`config.mk`:
```
export PLATFORM = sky130hd
export DESIGN_NAME = btn_debounce_op
export DESIGN_NICKNAME = d
export VERILOG_FILES = /design/src/rtl/btn_debounce_op.sv
export SDC_FILE = /design/constraint.sdc
export NUM_CORES = 1
export LEC_CHECK = 0
export CAP_MARGIN = 40
export CORE_MARGIN = 2
export CORE_UTILIZATION = 38
export CTS_BUF_LIST = sky130_fd_sc_hd__clkbuf_4
export DETAILED_ROUTE_END_ITERATION = 7
export HOLD_SLACK_MARGIN = 0.1
export MAX_ROUTING_LAYER = met4
export PLACE_DENSITY = 0.63
export SETUP_SLACK_MARGIN = 0.2
export SYNTH_ARGS = -nofsm -noshare
export SYNTH_HDL_FRONTEND = slang
export SYNTH_SLANG_ARGS = --single-unit
```
`constraint.sdc`:
```
create_clock -name clk -period 6 [get_ports clk]
set_input_delay 0.6 -clock clk [delete_from_list [all_inputs] [get_ports clk]]
set_output_delay 0.6 -clock clk [all_outputs]
set_load 0.05 [all_outputs]
```
`src/rtl/btn_debounce_op.sv`:
```
// rtl/btn_debounce_op.sv - two-button synchronizer + debounce FSMs feeding ALU op select
// Optional auto-repeat on press pulses when BTN_REPEAT_EN is defined.
module btn_debounce_op #(
  parameter int DEBOUNCE_CYCLES = 250000,
  parameter int REPEAT_CYCLES   = 6250000
) (
  input  logic       clk,
  input  logic       rst_n,
  input  logic       btn1_raw,
  input  logic       btn2_raw,
  output logic       btn1_db,
  output logic       btn2_db,
  output logic       press1,
  output logic       press2,
  output logic [1:0] op,
  output logic       op_chg
);

  localparam int MAXC = (DEBOUNCE_CYCLES > REPEAT_CYCLES) ? DEBOUNCE_CYCLES : REPEAT_CYCLES;
  localparam int CW   = $clog2(MAXC + 1);
  localparam logic [CW-1:0] DB_LAST = CW'(DEBOUNCE_CYCLES - 1);

  typedef enum logic [1:0] {RELEASED, WAIT_PRESS, PRESSED, WAIT_RELEASE} state_t;

  // Index 0 is button 1, index 1 is button 2.
  logic [1:0]    raw, sync1, sync2;
  state_t        state    [2];
  state_t        state_nx [2];
  logic [CW-1:0] cnt      [2];
  logic [CW-1:0] cnt_nx   [2];
  logic [1:0]    db, db_nx, press, press_nx;
  logic [1:0]    op_nx;
`ifdef BTN_REPEAT_EN
  localparam logic [CW-1:0] RPT_LAST = CW'(REPEAT_CYCLES - 1);
  logic [CW-1:0] rpt    [2];
  logic [CW-1:0] rpt_nx [2];
`endif

  assign raw = {btn2_raw, btn1_raw};

  always_ff @(posedge clk) begin
    if (!rst_n) begin
      sync1  <= 2'b11;
      sync2  <= 2'b11;
      db     <= 2'b11;
      press  <= 2'b00;
      op     <= 2'b11;
      op_chg <= 1'b0;
      for (int i = 0; i < 2; i++) begin
        state[i] <= RELEASED;
        cnt[i]   <= '0;
`ifdef BTN_REPEAT_EN
        rpt[i]   <= '0;
`endif
      end
    end else begin
      sync1  <= raw;
      sync2  <= sync1;
      db     <= db_nx;
      press  <= press_nx;
      op     <= op_nx;
      op_chg <= (op_nx != op);
      for (int i = 0; i < 2; i++) begin
        state[i] <= state_nx[i];
        cnt[i]   <= cnt_nx[i];
`ifdef BTN_REPEAT_EN
        rpt[i]   <= rpt_nx[i];
`endif
      end
    end
  end

  always_comb begin
    for (int i = 0; i < 2; i++) begin
      state_nx[i] = state[i];
      cnt_nx[i]   = cnt[i];
      db_nx[i]    = db[i];
      press_nx[i] = 1'b0;
`ifdef BTN_REPEAT_EN
      rpt_nx[i]   = '0;
`endif
      case (state[i])
        RELEASED: begin
          if (!sync2[i]) begin
            state_nx[i] = WAIT_PRESS;
            cnt_nx[i]   = CW'(1);
          end
        end
        WAIT_PRESS: begin
          if (sync2[i]) begin
            state_nx[i] = RELEASED;
            cnt_nx[i]   = '0;
          end else if (cnt[i] >= DB_LAST) begin
            state_nx[i] = PRESSED;
            cnt_nx[i]   = '0;
            db_nx[i]    = 1'b0;
            press_nx[i] = 1'b1;
          end else begin
            cnt_nx[i] = cnt[i] + CW'(1);
          end
        end
        PRESSED: begin
          if (sync2[i]) begin
            state_nx[i] = WAIT_RELEASE;
            cnt_nx[i]   = CW'(1);
          end else begin
`ifdef BTN_REPEAT_EN
            // Repeat counter only advances while held; any other state clears it.
            if (rpt[i] >= RPT_LAST) begin
              press_nx[i] = 1'b1;
              rpt_nx[i]   = '0;
            end else begin
              rpt_nx[i] = rpt[i] + CW'(1);
            end
`endif
          end
        end
        WAIT_RELEASE: begin
          if (!sync2[i]) begin
            state_nx[i] = PRESSED;
            cnt_nx[i]   = '0;
          end else if (cnt[i] >= DB_LAST) begin
            state_nx[i] = RELEASED;
            cnt_nx[i]   = '0;
            db_nx[i]    = 1'b1;
          end else begin
            cnt_nx[i] = cnt[i] + CW'(1);
          end
        end
        default: begin
          state_nx[i] = RELEASED;
          cnt_nx[i]   = '0;
        end
      endcase
    end
    op_nx = {db_nx[0], db_nx[1]};
  end

  assign btn1_db = db[0];
  assign btn2_db = db[1];
  assign press1  = press[0];
  assign press2  = press[1];

endmodule

```
=== Word level (Yosys, flattened, before mapping) ===
Memories as Yosys holds them, arrays and structs flattened.
Cells that the tools add are included.

* Add/sub/neg operators: 2
* $lt $le $gt $ge: 2
* Equal/unequal tests: 7
* Mux-type cells: 44
* Bitwise gates (word level): 7
* Reductions and logical operators: 4

{| class="wikitable"
|+ Operators with widths
! kind !! count
|-
| 23-bit two-way mux || 12
|-
| 23-bit case mux with 4 select lines || 2
|-
| 23-bit by 1-bit adder with 23-bit output, second input constant || 2
|-
| 23-bit by 18-bit greater-or-equal comparator with 1-bit output, second input constant || 2
|-
| 2-bit two-way mux || 14
|-
| 2-bit case mux with 4 select lines || 2
|-
| 1-bit two-way mux || 12
|-
| 2-bit equality test, second input constant || 4
|-
| 3-bit OR reduction || 2
|-
| 2-bit by 1-bit equality test with 1-bit output, second input constant || 2
|-
| 2-bit zero test || 2
|-
| 1-bit OR || 4
|-
| 1-bit case mux with 2 select lines || 2
|-
| 1-bit inverter || 3
|-
| 2-bit != test || 1
|}

* Bits in registers: 11
* RAM bits: 50
* Input bits: 4
* Output and inout bits: 7
* Logic and storage cells: 75
* Memories kept: 2

{| class="wikitable"
|+ Memories
! name !! depth !! bits a word !! read ports !! clocked after Yosys merged registers in !! wr ports !! RTL line !! RTL
|-
| cnt || 2 || 23 || 2 || 0 || 2 || 29 || <nowiki>logic [CW-1:0] cnt [2];</nowiki>
|-
| state || 2 || 2 || 2 || 0 || 2 || 27 || <nowiki>state_t state [2];</nowiki>
|}

=== Logic depth before layout (Yosys ltp) ===
* Word-level depth: 5
* Depth in mapped cells: 8
* Gate-level depth less buffers: 7

=== Worst setup path before layout ===
No wires, ideal clock.

* Kind: register to register
* Start: memory state[0][0] (netlist bit)
* End: memory cnt[0][10] (netlist bit)
* Setup time: 0.147 ns
* Data arrival time: 1.941 ns
* Required time: 5.853 ns
* Slack: 3.913 ns
* Cell stages (with the launch flop): 8
* Path buffers: 2
* Period minus slack after synthesis: 2.087 ns
* Path through: dfxtp_1 -> inv_1 -> ha_1 -> nand3b_1 -> and2_0 -> clkbuf_1 -> clkbuf_1 -> a211oi_2

{| class="wikitable"
|+ RTL lines
! item !! RTL line
|-
| start, declared || 27
|-
| end, declared || 29
|}

==> results.toml <==
[critical_path]
start_kind = "flip-flop"
r2r-end = "cnt[0][33]$_SDFFE_PN0P_"
critPathRequiredTime_ps = 6320
path_cells = "or4_4 > o311ai_4 > a32oi_2 > a211oi_2"
max_stage_delay_ps = 710
crit_path_max_fanout = 17
rrSetupSlack_ps = 3430
arrival_ps = 2890
worstReg2RegStart = "cnt[0][36]$_SDFFE_PN0P_"
cp_slowest_cell = "o311ai_4"
crit_start = "cnt[0][36]$_SDFFE_PN0P_"
worst-r2r-cell-count = 4
end_kind = "flip-flop"
crit_end = "cnt[0][33]$_SDFFE_PN0P_"
criticalPathCategory = "reg -> reg"

[grt]
grt_max_degree = 35
grt_pass1_wl_um = 12400
overflow = 0
grt_use_total_pct = 15.8
grt_pass1_vias = 2697
grt_antenna_before_repair = 0

[clock_network]
ctsResizeCount = 0
clock-sinks = 59
clk_path_buf_depth = 2
clk_latency_ps = 410
cts_root_buf = "clkbuf_4"
cts_tree = "done"
cts_max_level = 3
cts_made_buffers = 9
clk_pin_slew_ps = 110
cts_setup_buffers = 0
holdBufCountCts = 0

[die]
io_pins = 11
dieArea_um2 = 9630
initial_core_util_pct = 38.8
die_w_um = 98.1
coreArea_um2 = 8680
core.rowCount = 34
fp.dieH_um = 98.1

[timing]
tns_ps = 0
slew_violations = 0
skew_ps = 22.1
finalCritPeriodShare_pct = 42.9
tightest_slew_ps = 868
finalSetupViolations = 0
final_hold_viol_count = 0
timing.fmax_mhz = 389
slew_headroom_pct = 42.0
period_needed_ps = 2570
rsz0062_at_grt = "false"

[job]
max_cap_violations = 0

[pwr]
leakagePower_nw = 1.09
vdd_drop_max_v = 0.000139
power_density_nw_per_um2 = 244

[place]
gp_congestion = 0.828
io_buffers = 10
place_hpwl_um = 4570
placed_cell_area_um2 = 3500

[synthesis]
ys_warn_count = 0
synth_edf_count = 0
syn_nets = 387
ys_ff_latch = 59
netlist-cell-type-count = 61
syn_area_um2 = 3370
synthCells = 375
syn_area_per_cell_um2 = 8.98
synthFlopType = "dfxtp_1"
seq_area_frac_synth_pct = 35.1
ys_async_sr_fraction_pct = 0

[route]
vias = 2729
drtIter0Drc = 133
wire_per_inst_um = 14.1
via_per_inst = 5.56
antenna_left = 0
drcViolationCount = 0
drt_pass1_iterations = 4
wl_um = 6940

[layout]
nets = 390
seq_area_um2 = 1180
final_util_pct = 41.9
syn2layout_area_growth_pct = 7.99
final_common_cell = "dfxtp_1"
layout-drive-gt1-share_pct = 17.2
n_fill_cell = 879
multiInputGateArea_um2 = 2000
layout_common_cells = "59 x dfxtp_1, 24 x nand2_1, 23 x nor2_1, 23 x a211oi_2, 20 x xnor2_1"
n_antenna_cell = 0
fin_area_um2 = 3640

[min_path]
min_path_type = "reg -> reg"

[outcome]
status = "finished, final reports clean"
synth_stat cells, types with 10 or more instances:
cell	n	area share (%)
dfxtp_1	59	35
nand2_1	24	2.7
a211oi_2	23	8.5
nor2_1	23	2.6
xnor2_1	20	5.2
nand4_1	16	3.0
inv_1	15	1.7
nor3_1	15	2.2
clkbuf_1	13	1.4
nor4_1	12	2.2
o21ai_0	12	1.8
nand3_1	10	1.5
through the flow:
step	power [mW]	std cells	setup slack [ps]	hold WS (ps)
detailed placement	0.613	475	3100	392
finish	0.886	491	3430	420
CTS	0.897	491	3390	419
global placement	0.609	475	3170	389
floorplan	0.581	375	3910	386
global route	0.939	491	3220	453
final cells by class:
cell class	count	share of cell area (%)
Clock buffer	9	1.86
Clock inverter	7	1.89
Multi-Input combinational cell	279	55.0
Timing Repair Buffer	13	3.37
Tap cell	108	3.72
Inverter	16	1.65
Sequential cell	59	32.5
layer usage:
metal  vias to the layer above  global-route usage [%]  share of wire (%)
li1                       1384                       -                  -
met1                      1298                    19.4                 48
met2                        39                    25.9                 47
met3                         8                    4.58                4.2
met4                         0                    3.48                1.0
met5                         -                       -                  0
state kept, by name (all words and copies together), names as in the netlist, named ones only:
name / cells
db: 1
sync1: 2
cnt: 46
op: 1
op_chg: 1
sync2: 2
press: 2
state: 2
worst min path at each step:
stage | depth (start not counted) | to | startpoint | slack [ps]
floorplan | 1 | sync2[0]$_SDFF_PN1_ | sync1[0]$_SDFF_PN1_ | 390
global placement | 1 | sync2[1]$_SDFF_PN1_ | sync1[1]$_SDFF_PN1_ | 390
detailed placement | 1 | sync2[1]$_SDFF_PN1_ | sync1[1]$_SDFF_PN1_ | 390
CTS | 1 | sync2[1]$_SDFF_PN1_ | sync1[1]$_SDFF_PN1_ | 420
global route | 1 | sync2[0]$_SDFF_PN1_ | sync1[0]$_SDFF_PN1_ | 450
finish | 1 | sync2[1]$_SDFF_PN1_ | sync1[1]$_SDFF_PN1_ | 420
cells by family after synthesis:
family	count (synthesis)	synth area share, %
and+or+nand+nor	160	27.0
muxes	4	1.19
adders and majority gates	8	2.97
xor gates and xnor gates	27	7.02
DFF	59	35.1
buffers and inverters	37	5.50
AOI/OAI and AO/OA	80	21.2
worst max-delay path, delay by kind of cell, from the launching register on:
kind / cells / cell delay, ps
DFF: 1 / 390
and+or+nand+nor: 1 / 580
AOI/OAI and AO/OA: 3 / 1520
power by group:
part / switching (mW) / leakage [nW] / internal [mW] / total (mW)
clock: 0.157 / 0.0616 / 0.124 / 0.281
combinational: 0.127 / 0.547 / 0.0565 / 0.184
sequential: 0.0176 / 0.477 / 0.404 / 0.422
total: 0.301 / 1.09 / 0.585 / 0.886
No activity file was read; power rests on OpenSTA's default activity.
